## src/rtl/cpu_pkg.sv

```systemverilog
// Shared core definitions: forwarding select codes and the
// per-stage destination/source record tracked by the hazard unit.
package cpu_pkg;

    localparam int REG_AW = 5;

    localparam logic [1:0] FWD_RF  = 2'd0;
    localparam logic [1:0] FWD_MEM = 2'd1;
    localparam logic [1:0] FWD_WB  = 2'd2;

    typedef struct packed {
        logic              valid;
        logic [REG_AW-1:0] rd;
        logic              reg_write;
        logic              mem_read;
        logic [REG_AW-1:0] rs1;
        logic [REG_AW-1:0] rs2;
        logic              use_rs1;
        logic              use_rs2;
    } stage_rec_t;

    // Producer in stage s can supply register rs (x0 excluded)
    function automatic logic fwd_hit(
        input stage_rec_t        s,
        input logic [REG_AW-1:0] rs
    );
        return s.valid & s.reg_write
             & (s.rd != '0) & (s.rd == rs);
    endfunction

endpackage

```

## src/rtl/hazard_stage_reg.sv

```systemverilog
// One pipeline-stage metadata record with async clear,
// hold enable and bubble insertion.
module hazard_stage_reg
    import cpu_pkg::*;
(
    input  logic       clk,
    input  logic       rst_n,
    input  logic       en,
    input  logic       bubble,
    input  stage_rec_t d,
    output stage_rec_t q
);

    always_ff @(posedge clk or negedge rst_n) begin
        if (!rst_n) begin
            q <= '0;
        end else if (en) begin
            q <= bubble ? '0 : d;
        end
    end

endmodule

```

## src/rtl/fwd_hazard_unit.sv

```systemverilog
// EX operand forwarding selects, load-use stall detect and
// saturating stall-cycle counter for the 5-stage core.
module fwd_hazard_unit #(
    parameter int REG_AW = cpu_pkg::REG_AW,
    parameter int CNT_W  = 16
) (
    input  logic              clk,
    input  logic              rst_n,
    input  logic              id_valid,
    input  logic [REG_AW-1:0] id_rs1,
    input  logic [REG_AW-1:0] id_rs2,
    input  logic              id_use_rs1,
    input  logic              id_use_rs2,
    input  logic [REG_AW-1:0] id_rd,
    input  logic              id_reg_write,
    input  logic              id_mem_read,
    input  logic              flush,
    input  logic              freeze,
    output logic [1:0]        fwd_a,
    output logic [1:0]        fwd_b,
    output logic              stall,
    output logic [CNT_W-1:0]  stall_count
);

    import cpu_pkg::*;

    stage_rec_t id_rec;
    stage_rec_t ex_q;
    stage_rec_t mem_q;
    stage_rec_t wb_q;

    logic en;
    logic ex_bubble;

    assign en = ~freeze;

    always_comb begin
        id_rec           = '0;
        id_rec.valid     = id_valid;
        id_rec.rd        = id_rd;
        id_rec.reg_write = id_reg_write;
        id_rec.mem_read  = id_mem_read;
        id_rec.rs1       = id_rs1;
        id_rec.rs2       = id_rs2;
        id_rec.use_rs1   = id_use_rs1;
        id_rec.use_rs2   = id_use_rs2;
    end

    // Stall and flush both turn the EX slot into a bubble
    assign ex_bubble = stall | flush | ~id_valid;

    hazard_stage_reg u_ex (
        .clk    (clk),
        .rst_n  (rst_n),
        .en     (en),
        .bubble (ex_bubble),
        .d      (id_rec),
        .q      (ex_q)
    );

    hazard_stage_reg u_mem (
        .clk    (clk),
        .rst_n  (rst_n),
        .en     (en),
        .bubble (1'b0),
        .d      (ex_q),
        .q      (mem_q)
    );

    hazard_stage_reg u_wb (
        .clk    (clk),
        .rst_n  (rst_n),
        .en     (en),
        .bubble (1'b0),
        .d      (mem_q),
        .q      (wb_q)
    );

    logic a_mem;
    logic a_wb;
    logic b_mem;
    logic b_wb;

    assign a_mem = ex_q.valid & ex_q.use_rs1
                 & fwd_hit(mem_q, ex_q.rs1);
    assign a_wb  = ex_q.valid & ex_q.use_rs1
                 & fwd_hit(wb_q, ex_q.rs1);
    assign b_mem = ex_q.valid & ex_q.use_rs2
                 & fwd_hit(mem_q, ex_q.rs2);
    assign b_wb  = ex_q.valid & ex_q.use_rs2
                 & fwd_hit(wb_q, ex_q.rs2);

    // MEM is younger than WB, so it wins
    always_comb begin
        fwd_a = FWD_RF;
        priority case (1'b1)
            a_mem:   fwd_a = FWD_MEM;
            a_wb:    fwd_a = FWD_WB;
            default: fwd_a = FWD_RF;
        endcase
    end

    always_comb begin
        fwd_b = FWD_RF;
        priority case (1'b1)
            b_mem:   fwd_b = FWD_MEM;
            b_wb:    fwd_b = FWD_WB;
            default: fwd_b = FWD_RF;
        endcase
    end

    logic ld_in_ex;
    logic ld_dep;

    assign ld_in_ex = ex_q.valid & ex_q.mem_read
                    & (ex_q.rd != '0);
    assign ld_dep   = (id_use_rs1 & (id_rs1 == ex_q.rd))
                    | (id_use_rs2 & (id_rs2 == ex_q.rd));
    assign stall    = id_valid & ld_in_ex & ld_dep & ~flush;

    always_ff @(posedge clk or negedge rst_n) begin
        if (!rst_n) begin
            stall_count <= '0;
        end else if (stall & en & ~&stall_count) begin
            stall_count <= stall_count + 1'b1;
        end
    end

    logic unused_wb;
    assign unused_wb = ^{wb_q.mem_read, wb_q.rs1, wb_q.rs2,
                         wb_q.use_rs1, wb_q.use_rs2};

endmodule

```

## config.mk

```make
export PLATFORM = sky130hd
export DESIGN_NAME = fwd_hazard_unit
export DESIGN_NICKNAME = d
export VERILOG_FILES = /design/src/rtl/cpu_pkg.sv /design/src/rtl/hazard_stage_reg.sv /design/src/rtl/fwd_hazard_unit.sv
export SDC_FILE = /design/constraint.sdc
export NUM_CORES = 1
export LEC_CHECK = 0
export CAP_MARGIN = 20
export CORE_MARGIN = 5
export CORE_UTILIZATION = 52
export CTS_CLUSTER_DIAMETER = 120
export DETAILED_ROUTE_END_ITERATION = 7
export GPL_TIMING_DRIVEN = 0
export PLACE_DENSITY_LB_ADDON = 0.1
export SYNTH_ARGS = -nofsm -noshare
export SYNTH_HDL_FRONTEND = slang
export SYNTH_SLANG_ARGS = --single-unit
export TNS_END_PERCENT = 1
```

## constraint.sdc

```tcl
create_clock -name clk -period 2.2 [get_ports clk]
set_input_delay 0.33 -clock clk [delete_from_list [all_inputs] [get_ports clk]]
set_output_delay 0.33 -clock clk [all_outputs]
set_load 0.02 [all_outputs]
```

==> summary.log, run 1 <==
[final_layout] final-layout fill cell count 380
[worst_setup_path] slowest cell on the critical path sky130_fd_sc_hd__or4_4
[final_layout] post-layout util 69.5%
[sta] clock skew 5.80 ps
[power_and_ir_drop] leakage power 0.00142 uW
[global_routing] met2 global-route usage 35.9%
[global_routing] number of antenna violations at the first check in global routing 0
[routing] ANT nets after route 0
[final_layout] proportion of layout cells with a drive suffix above 1 22.4%
[placed_design] Placed Area 3080 um^2
[worst_setup_path] critical path peak fanout 2
[die] total I/O pin count 45
[sta] Finish-stage setup viols 4
[global_routing] Overflow after GRT 0
[clock_tree] clock latency at the later pin of the worst-skew pair 300 ps
[die] Initial Utilization 53.6%
[synthesis] Yosys cell types 35
[global_routing] met1 layer usage reported by global route 26.1%
[synthesis] top area cells in the synthesized netlist sky130_fd_sc_hd__dfrtp_1, sky130_fd_sc_hd__xnor2_1, sky130_fd_sc_hd__a22o_1
[worst_setup_path] Data arrival, critical path 1920 ps
[clock_tree] Max Root-Sink Buffers 2
[synthesis] Seq/Total Area, Yosys 49.1%
[worst_setup_path] critical path type register to output pin
[sta] period utilization 102%
[synthesis] total nets after synthesis 246
[routing] vias after detailed routing 1963
[global_routing] via count of the first global-routing pass 2042
[sta] fin crit period 2250 ps
[die] number of placement rows 25
[sta] worst slew margin relative to its limit 59.0%
[synthesis] average size of a mapped cell 11.5 um^2
[global_routing] first-pass GRT wire length 10200 um
[die] placeable core area 4750 um^2
[global_routing] gr usage total 20.9%
[placed_design] post-DP HPWL 4360 um
[final_layout] Antenna Cells 0
[sta] post-route setup slack -45.8 ps
[final_layout] post-route cell area 3300 um^2
[final_layout] synth-to-layout area growth 29.6%
[routing] Pre-Repair DR Iteration Count 4
[die] width of the chip 80.0 um
[worst_setup_path] critical path capture point type output pin
[clock_tree] number of levels in the clock H-tree 2
[die] Die ar. 6400 um^2
[global_routing] most crowded layer after global routing met2
[synthesis] number of warnings reported in the yosys synthesis log 0
[sta] number of failing hold endpoints at the final stage 0
[synthesis] post-synthesis cell count 221
[power_and_ir_drop] PD cells 585 nW/um^2
[clock_tree] TritonCTS buffer count 5
[hold_path] class of the tightest hold or removal check primary input to asynchronous set/reset pin
[sta] upper clock frequency limit 445 MHz
[flow_run] reported max-cap violation count 0
[final_layout] Final nets 305
[sta] setup repair after global routing missed its margin yes
[synthesis] post-synth top area cell sky130_fd_sc_hd__dfrtp_1
[final_layout] most common cell after layout, fill and taps aside sky130_fd_sc_hd__dfrtp_1
[global_routing] largest net degree at the start of global routing 41
[global_routing] GR Util met3 3.39%
[clock_tree] CTS tree built
[sta] Pins Over Slew Limit 0
[final_layout] Storage cell area 1260 um^2
[power_and_ir_drop] Final Total Pwr 1930 uW
[power_and_ir_drop] Peak supply drop 0.379 mV
[final_layout] most frequent cells in the layout sky130_fd_sc_hd__dfrtp_1, sky130_fd_sc_hd__xnor2_1, sky130_fd_sc_hd__clkdlybuf4s50_1
[outcome] failing checks setup timing
[worst_setup_path] category of the worst setup path launch point register
[routing] Post-route DRC 0
[worst_setup_path] crit-path cells or4_4, o211ai_1, nor4_2, buf_4, buf_6
[worst_setup_path] maximum cell stage delay along the critical path 540 ps
[outcome] outcome finished, violations left
[routing] mean routed wirelength per cell 17.6 um
[clock_tree] number of sinks driven by the clock tree 50
[die] Die Y-Extent 80.0 um
[final_layout] Multi-input gate area 1270 um^2
[worst_setup_path] data required time at the worst endpoint 1870 ps
[sta] Least-Margin Pin Slew 615 ps
[synthesis] post-synth top area share 49.1%
[routing] drt first-iter violations 150
[routing] Avg Vias per Cell 5.64
[clock_tree] Root Buffer Master sky130_fd_sc_hd__clkbuf_8
[routing] wire length reported by the detailed router 6110 um
[synthesis] register bit total from synthesis 50
[placed_design] GPL Wtd Cong 0.855
[placed_design] count of input and output buffers 43
[worst_setup_path] register-to-register setup slack 250 ps
[clock_tree] clock-pin transition on the worst setup and hold timing paths 90 ps
[synthesis] post-synthesis instance area 2550 um^2
[flip-flops by register name, indices dropped and copies added, names as in the netlist]
register / cells
stall_count: 16
u_ex.q: 20
u_mem.q: 7
u_wb.q: 7
[worst max-delay path: cells and delay by family, from the launching register on]
| kind | cells | cell delay (ps) |
|---|---|---|
| flip-flops | 1 | 410 |
| buffers and inverters | 2 | 270 |
| AND/OR/NAND/NOR | 2 | 640 |
| AO/OA/AOI/OAI | 1 | 300 |
[layout make-up]
type                    count  area share (%)
plain buffers              11            2.20
inverters                   1           0.114
multi-input cells         158            38.3
clock inverters             3            1.21
clock buffers               5            2.08
repair buffers             53            15.5
well taps                  67            2.54
flip-flops and latches     50            38.1
[kinds of logic after synthesis]
family,share of synthesized area (%)
adder cells (fa/ha/maj),0.491
flip-flops,49.1
XOR/XNOR,15.5
AND/OR/NAND/NOR,16.2
multiplexers,6.63
AO/OA/AOI/OAI,9.18
buffers and inverters,2.90
[stage by stage]
step	setup TNS (ps)	hold slack [ps]	setup slack [ps]	std cells
after floorplan	0	34.4	254	221
after global routing	-431	455	-107	348
after global placement	-34710	473	-757	331
after detailed placement	-1910	222	-741	332
final	-94.3	427	-45.8	348
after CTS	-259	435	-95.9	348
[Yosys cell counts]
cell type                  count
sky130_fd_sc_hd__o21a_1        1
sky130_fd_sc_hd__a21oi_1       3
sky130_fd_sc_hd__o22ai_2       1
sky130_fd_sc_hd__o21ai_0       1
sky130_fd_sc_hd__o211ai_1      2
sky130_fd_sc_hd__and3_1        7
sky130_fd_sc_hd__nor4b_1       3
sky130_fd_sc_hd__or2_2         1
sky130_fd_sc_hd__inv_1         1
sky130_fd_sc_hd__or4_1         5
sky130_fd_sc_hd__mux2_2       14
sky130_fd_sc_hd__xnor2_1      38
sky130_fd_sc_hd__and2_1        1
sky130_fd_sc_hd__nor2_1        6
sky130_fd_sc_hd__nor4_1        3
sky130_fd_sc_hd__xor2_1        7
sky130_fd_sc_hd__dfrtp_1      50
sky130_fd_sc_hd__nand4_1      16
sky130_fd_sc_hd__o21ai_1       1
sky130_fd_sc_hd__buf_2         2
sky130_fd_sc_hd__mux2_1        1
sky130_fd_sc_hd__and4_1        1
sky130_fd_sc_hd__buf_6         1
sky130_fd_sc_hd__nand3_1       7
sky130_fd_sc_hd__buf_4         4
sky130_fd_sc_hd__clkbuf_1      4
sky130_fd_sc_hd__nor3_1        3
sky130_fd_sc_hd__a22o_1       19
sky130_fd_sc_hd__buf_1         1
sky130_fd_sc_hd__nor3b_1       1
sky130_fd_sc_hd__ha_1          1
sky130_fd_sc_hd__nand3_2       3
sky130_fd_sc_hd__nand2_1       9
sky130_fd_sc_hd__and3_4        2
sky130_fd_sc_hd__a21o_1        1
[worst paths after layout]
kind | startpoint | to | depth (start not counted)
min in group clk | stall_count[11] | stall_count[11] | 1
max in group asynchronous | rst_n | u_mem.q[16] | 3
min reg2reg | stall_count[11] | stall_count[11] | 1
max | u_mem.q[17] | fwd_b[0] | 5
min | rst_n | stall_count[9] | 2
max reg2reg | stall_count[0] | stall_count[10] | 6
[metal layers]
metal  routed length, um  vias up
li1                    -      930
met1                2580      974
met2                3200       49
met3                 202       10
met4                 119        0
met5                   0        -
[timing repair]
action / CTS / global route
hold buffers: 1 / 0
pin swaps: 7 / 5
endpoints found under the hold margin: 10 / 0
setup endpoints to repair: 5 / 6
gates resized for setup: 38 / 4
setup buffers: 8 / 0
[report_power, final]
group | total [uW] | switching, uW | leakage [uW] | internal [uW]
combinational | 280 | 124 | 0.000692 | 156
clock | 638 | 304 | 0.0000579 | 335
sequential | 1010 | 49.4 | 0.000668 | 963
(Power assumes the default switching activity.)
==> inputs of run 2 (changes only) <==
- CORE_UTILIZATION: 52 -> 56
- clock period: 2.2 -> 2.9 ns (I/O delays scaled with it)
==> summary.log, run 2 (synthesis gave the netlist of run 1 again) <==
[worst_setup_path] slowest cell on the critical path sky130_fd_sc_hd__clkdlybuf4s50_1
[worst_setup_path] Data arrival, critical path 2400 ps [+480 ps]
[clock_tree] clock latency at the later pin of the worst-skew pair 310 ps [about the same]
[clock_tree] number of sinks driven by the clock tree 50 [unchanged]
[sta] upper clock frequency limit 353 MHz
[routing] Avg Vias per Cell 5.97 [+5.8%]
[outcome] outcome finished clean
[flow_run] reported max-cap violation count 0 [unchanged]
[worst_setup_path] data required time at the worst endpoint 2470 ps [+600 ps]
[power_and_ir_drop] leakage power 0.00139 uW [-2.1%]
[routing] wire length reported by the detailed router 5970 um [-2.3%]
[power_and_ir_drop] Final Total Pwr 1450 uW [-25%]
[worst_setup_path] critical path peak fanout 5 [+3]
[final_layout] post-layout util 72.6% [+3.1 points]
[power_and_ir_drop] Reg power frac 53.4% [+1.0 points]
[die] Die ar. 6000 um^2 [-6.3%]
[clock_tree] Max Root-Sink Buffers 2 [unchanged]
[die] number of placement rows 24 [-4.0%]
[routing] drt first-iter violations 157 [+4.7%]
[power_and_ir_drop] PD cells 455 nW/um^2 [-22%]
[final_layout] register with the most flip-flops u_ex.q
[global_routing] largest net degree at the start of global routing 40 [-2.4%]
[global_routing] number of antenna violations at the first check in global routing 0 [unchanged]
[hold_path] class of the tightest hold or removal check primary input to asynchronous set/reset pin
[power_and_ir_drop] Peak supply drop 0.322 mV [-15%]
[worst_setup_path] category of the worst setup path launch point register
[placed_design] count of input and output buffers 43 [unchanged]
[sta] post-route worst hold slack 3.03 ps [-424 ps]
[sta] clock skew 11.4 ps [+5.62 ps]
[sta] setup repair after global routing missed its margin yes
[placed_design] worst-case setup slack after placement -245 ps [+497 ps]
[routing] Pre-Repair DR Iteration Count 4 [unchanged]
[die] Initial Utilization 58.1% [+4.5 points]
[sta] worst slew margin relative to its limit 60.3% [+1.4 points]
[final_layout] Antenna Cells 0 [unchanged]
[clock_tree] clock-pin transition on the worst setup and hold timing paths 100 ps [about the same]
[clock_tree] quantity of hold-fixing buffers added after cts 0 [-1]
[final_layout] largest registers in the final layout u_ex.q x20, stall_count x16
[routing] Post-route DRC 0 [unchanged]
[placed_design] post-DP HPWL 4460 um [+2.4%]
[sta] period utilization 97.8%
[routing] vias after detailed routing 1946 [-0.87%]
[worst_setup_path] buffers plus inverters on the worst setup path 1 [-1]
[final_layout] most common cell after layout, fill and taps aside sky130_fd_sc_hd__dfrtp_1
[clock_tree] Root Buffer Master sky130_fd_sc_hd__clkbuf_8
[global_routing] Overflow after GRT 0 [unchanged]
[sta] Pins Over Slew Limit 0 [unchanged]
[power_and_ir_drop] fraction of power consumed by combinational cells 12.8% [-1.7 points]
[worst_setup_path] critical path type register to output pin
[worst_setup_path] crit-path cells or4_1, o211ai_1, nor4_1, nor2_1, clkdlybuf4s50_1
[global_routing] via count of the first global-routing pass 2008 [-1.7%]
[die] Die Y-Extent 77.5 um [-3.2%]
[final_layout] synth-to-layout area growth 24.9%
[power_and_ir_drop] clock share of power 33.8% [+0.7 points]
[sta] post-route setup slack 65.1 ps [+111 ps]
[die] width of the chip 77.5 um [-3.2%]
[sta] Least-Margin Pin Slew 595 ps [-20.4 ps]
[die] total I/O pin count 45 [unchanged]
[final_layout] Final nets 298 [-2.3%]
[worst_setup_path] critical path capture point type output pin
[final_layout] most frequent cells in the layout sky130_fd_sc_hd__dfrtp_1, sky130_fd_sc_hd__clkdlybuf4s50_1, sky130_fd_sc_hd__xnor2_1
[final_layout] number of flip-flops in the largest register 20 [unchanged]
[global_routing] gr usage total 20.5% [-0.37 points]
[clock_tree] TritonCTS buffer count 5 [unchanged]
[clock_tree] CTS tree built
[global_routing] first-pass GRT wire length 9850 um [-3.5%]
[final_layout] proportion of layout cells with a drive suffix above 1 14.2% [-8.2 points]
[sta] number of failing hold endpoints at the final stage 0 [unchanged]
[die] placeable core area 4380 um^2 [-7.8%]
[power_and_ir_drop] switching share of power 24.4% [-0.23 points]
[worst_setup_path] cell family contributing the most delay on the critical path simple AND/OR/NAND/NOR gates
[routing] mean routed wirelength per cell 18.3 um [+4.3%]
[sta] fin crit period 2830 ps
[placed_design] GPL Wtd Cong 0.864 [+1.1%]
[clock_tree] number of levels in the clock H-tree 2 [unchanged]
[sta] Finish-stage setup viols 0 [-4]
[power_and_ir_drop] cell internal power dissipation 1090 uW [-25%]
[power_and_ir_drop] net switching power 354 uW [-26%]
[worst_setup_path] maximum cell stage delay along the critical path 600 ps [+60 ps]
[routing] ANT nets after route 0 [unchanged]
==> run 2: cell types whose count changed in the layout (fill, tap and decap cells not counted), sizes merged <==
cell           previous run  this run
buf                      23        12
clkbuf                    8        11
clkdlybuf4s50            37        39
clkinv                    2         0
dlygate4sd2               0         1
dlygate4sd3               1         0
dlymetal6s2s              0         1
==> run 2: path summary, 6_finish.rpt <==
| kind | startpoint | end | slack (ps) | cells after the start |
|---|---|---|---|---|
| max in group asynchronous | rst_n | u_mem.q[15] | 2410 | 2 |
| worst max-delay path | u_mem.q[15] | fwd_b[1] | 70 | 5 |
| worst max register to register | stall_count[0] | stall_count[1] | 720 | 6 |
| min in group clk | stall_count[8] | stall_count[8] | 490 | 1 |
| worst min register to register | stall_count[8] | stall_count[8] | 490 | 1 |
| worst min-delay path | rst_n | stall_count[2] | 3 | 1 |
==> run 2: power groups by stage <==
stage                     Combinational (uW)  Sequential [uW]  Clock (uW)
final                                    185              773         489
after floorplan                          111              773           0
after detailed placement                 184              786           0
after CTS                                188              772         495
after global placement                   177              785           0
after global routing                     206              778         520
==> run 2: routing by layer <==
layer	wire length (um)	vias up	track usage [%]
li1	-	909	-
met1	2790	976	29.2
met2	2810	53	31.1
met3	284	8	4.51
met4	82	0	7.04
met5	0	-	0
==> run 2: worst register-to-register path: stages (launching register included) <==
cell and delay [ps]:
sky130_fd_sc_hd__dfrtp_1 440, sky130_fd_sc_hd__ha_1 210, sky130_fd_sc_hd__nand3_1 150, sky130_fd_sc_hd__nor3_1 430
sky130_fd_sc_hd__nand2_1 260, sky130_fd_sc_hd__nand4_1 230, sky130_fd_sc_hd__mux2_1 340
==> run 2: area by class of cell <==
cell class,instances,area (um^2)
buffer,12,72.6
clock buffer,7,76.3
clock inverter,1,30.0
fill,348,1200
inverter,1,3.75
multi-input combinational,158,1230
sequential,50,1250
tap,52,65.1
timing repair buffer,45,452
==> run 2: repair_timing <==
| action | in CTS | in global routing |
|---|---|---|
| setup buffers | 1 | 0 |
| pin swaps | 1 | 0 |
| gates resized for setup | 3 | 3 |
| endpoints found under the setup margin | 1 | 4 |
==> run 2: per-stage QoR <==
stage	cells	cell area, um^2	setup TNS [ps]
after CTS	326	3180	0
after floorplan	221	2550	0
after detailed placement	317	3060	-245
after global placement	316	3040	-2840
after global routing	326	3180	-40.4
final	326	3180	0
==> inputs of run 3 (changes only) <==
- CORE_UTILIZATION: 56 -> 41
- CTS_BUF_LIST: unset -> sky130_fd_sc_hd__clkbuf_4 sky130_fd_sc_hd__clkbuf_8
- SLEW_MARGIN: unset -> 40
==> summary.log, run 3 (synthesis gave the netlist of run 1 again) <==
[final_layout] most frequent cells in the layout sky130_fd_sc_hd__dfrtp_1, sky130_fd_sc_hd__clkdlybuf4s50_1, sky130_fd_sc_hd__xnor2_1
[die] placeable core area 5990 um^2 [+37%]
[routing] ANT nets after route 0 [unchanged]
[final_layout] Storage cell area 1250 um^2 [about the same]
[placed_design] GPL Wtd Cong 0.841 [-2.7%]
[final_layout] register with the most flip-flops u_ex.q
[final_layout] number of flip-flops in the largest register 20 [unchanged]
[power_and_ir_drop] switching share of power 24.7% [+0.30 points]
[die] width of the chip 88.8 um [+15%]
[sta] worst slew margin relative to its limit 64.1% [+3.7 points]
[placed_design] Placed Area 3090 um^2 [+1.0%]
[clock_tree] Root Buffer Master sky130_fd_sc_hd__clkbuf_8
[sta] period utilization 96.1% [-1.7 points]
[clock_tree] TritonCTS buffer count 5 [unchanged]
[final_layout] Multi-input gate area 1230 um^2 [unchanged]
[sta] Sum Neg Setup Slack 0 ps [unchanged]
[worst_setup_path] data required time at the worst endpoint 2470 ps [about the same]
[final_layout] Antenna Cells 0 [unchanged]
[placed_design] count of input and output buffers 43 [unchanged]
[power_and_ir_drop] Peak supply drop 0.281 mV [-13%]
[routing] drt first-iter violations 58 [-63%]
[worst_setup_path] category of the worst setup path launch point register
[routing] Post-route DRC 0 [unchanged]
[placed_design] post-DP HPWL 4310 um [-3.4%]
[global_routing] first-pass GRT wire length 9790 um [-0.63%]
[final_layout] proportion of layout cells with a drive suffix above 1 14.3% [+0.052 points]
[power_and_ir_drop] Reg power frac 56.1% [+2.7 points]
[clock_tree] CTS tree built
[sta] Finish-stage setup viols 0 [unchanged]
[power_and_ir_drop] cell internal power dissipation 1040 uW [-5.2%]
[sta] clock skew 11.1 ps [-0.369 ps]
[sta] Least-Margin Pin Slew 539 ps [-56.0 ps]
[clock_tree] number of sinks driven by the clock tree 50 [unchanged]
[global_routing] gr usage total 16.2% [-4.3 points]
[final_layout] most common cell after layout, fill and taps aside sky130_fd_sc_hd__dfrtp_1
[power_and_ir_drop] PD cells 431 nW/um^2 [-5.3%]
[sta] fin crit period 2790 ps [-49.4 ps]
[global_routing] via count of the first global-routing pass 1841 [-8.3%]
[sta] Pins Over Slew Limit 0 [unchanged]
[global_routing] Overflow after GRT 0 [unchanged]
[clock_tree] number of levels in the clock H-tree 2 [unchanged]
[die] total I/O pin count 45 [unchanged]
[power_and_ir_drop] fraction of power consumed by combinational cells 13.1% [+0.3 points]
[hold_path] class of the tightest hold or removal check primary input to asynchronous set/reset pin
[final_layout] Final nets 297 [-0.34%]
[die] Initial Utilization 42.5% [-16 points]
[outcome] outcome finished clean
[final_layout] post-layout util 53.4% [-19 points]
[flow_run] reported max-cap violation count 0 [unchanged]
[sta] upper clock frequency limit 359 MHz [+1.8%]
[clock_tree] clock latency at the later pin of the worst-skew pair 300 ps [about the same]
[routing] vias after detailed routing 1809 [-7.0%]
[worst_setup_path] critical path capture point type output pin
[global_routing] largest net degree at the start of global routing 27 [-33%]
[clock_tree] clock-pin transition on the worst setup and hold timing paths 100 ps [about the same]
[clock_tree] Max Root-Sink Buffers 2 [unchanged]
[worst_setup_path] Data arrival, critical path 2350 ps [-50 ps]
[routing] Pre-Repair DR Iteration Count 4 [unchanged]
[die] Die ar. 7890 um^2 [+32%]
[routing] wire length reported by the detailed router 5610 um [-5.9%]
[routing] Avg Vias per Cell 5.20 [-13%]
[power_and_ir_drop] leakage power 0.00139 uW [-0.12%]
[power_and_ir_drop] net switching power 341 uW [-3.6%]
[worst_setup_path] number of cells on the worst reg-to-reg path 6 [unchanged]
[die] number of placement rows 28 [+17%]
[final_layout] final-layout fill cell count 538 [+55%]
[routing] mean routed wirelength per cell 16.1 um [-12%]
[worst_setup_path] critical path peak fanout 5 [unchanged]
[final_layout] post-route cell area 3200 um^2 [+0.55%]
[global_routing] number of antenna violations at the first check in global routing 0 [unchanged]
[final_layout] largest registers in the final layout u_ex.q x20, stall_count x16
[worst_setup_path] register-to-register setup slack 840 ps [+120 ps]
[die] Die Y-Extent 88.8 um [+15%]
[sta] setup repair after global routing missed its margin no
[worst_setup_path] critical path type register to output pin
[power_and_ir_drop] clock share of power 30.8% [-3.0 points]
[sta] number of failing hold endpoints at the final stage 0 [unchanged]
[final_layout] synth-to-layout area growth 25.6%
[clock_tree] quantity of hold-fixing buffers added after cts 0 [unchanged]
run 3: through the flow:
| stage | std cells | total power [uW] | setup slack [ps] | hold slack [ps] |
|---|---|---|---|---|
| final | 348 | 1380 | 115 | 25.2 |
| after global routing | 348 | 1450 | 7.07 | 45.6 |
| after CTS | 348 | 1400 | 73.1 | 30.0 |
| after detailed placement | 340 | 969 | -219 | 361 |
| after global placement | 339 | 963 | -229 | 480 |
| after floorplan | 221 | 884 | 849 | 139 |
run 3: repair_timing:
item	in CTS	in global routing
resized for setup	3	1
pin swaps	1	0
setup endpoints to repair	1	1
buffers inserted	1	0
run 3: routing by layer:
layer  up-vias  GRT usage, %  share of wire (%)
li1        914             -                  -
met1       852          25.8                 54
met2        38          21.8                 40
met3         5          3.54                4.8
met4         0          4.53                1.0
met5         -             0                  0
run 3: worst paths after layout:
kind,from,endpoint
worst max-delay path,u_mem.q[15],fwd_a[1]
worst min-delay path,rst_n,u_ex.q[9]
worst max register to register,stall_count[0],stall_count[1]
worst min register to register,stall_count[8],stall_count[8]
max in group asynchronous,rst_n,stall_count[4]
min in group clk,stall_count[8],stall_count[8]
run 3: critical path: stages (launching register included):
cell and delay, ps:
sky130_fd_sc_hd__dfrtp_1 440, sky130_fd_sc_hd__or4_1 550, sky130_fd_sc_hd__o211ai_1 220, sky130_fd_sc_hd__nor4_1 120, sky130_fd_sc_hd__nor2_1 120, sky130_fd_sc_hd__clkdlybuf4s50_1 610
run 3: final cells by class:
| type | count | area share, % |
|---|---|---|
| Clock inverter | 1 | 0.156 |
| Clock buffer | 7 | 2.81 |
| Buffer | 11 | 2.15 |
| Multi-Input combinational cell | 158 | 38.5 |
| Inverter | 1 | 0.117 |
| Tap cell | 75 | 2.93 |
| Timing Repair Buffer | 45 | 14.3 |
| Sequential cell | 50 | 39.1 |
run 3: power by group through the flow:
| stage | Clock (uW) | Sequential [uW] | Combinational [uW] |
|---|---|---|---|
| 2_1_floorplan | 0 | 773 | 111 |
| 3_3_place_gp | 0 | 785 | 178 |
| 3_5_place_dp | 0 | 786 | 182 |
| 4_1_cts | 441 | 774 | 184 |
| 5_1_grt | 474 | 780 | 199 |
| 6_report | 424 | 773 | 180 |
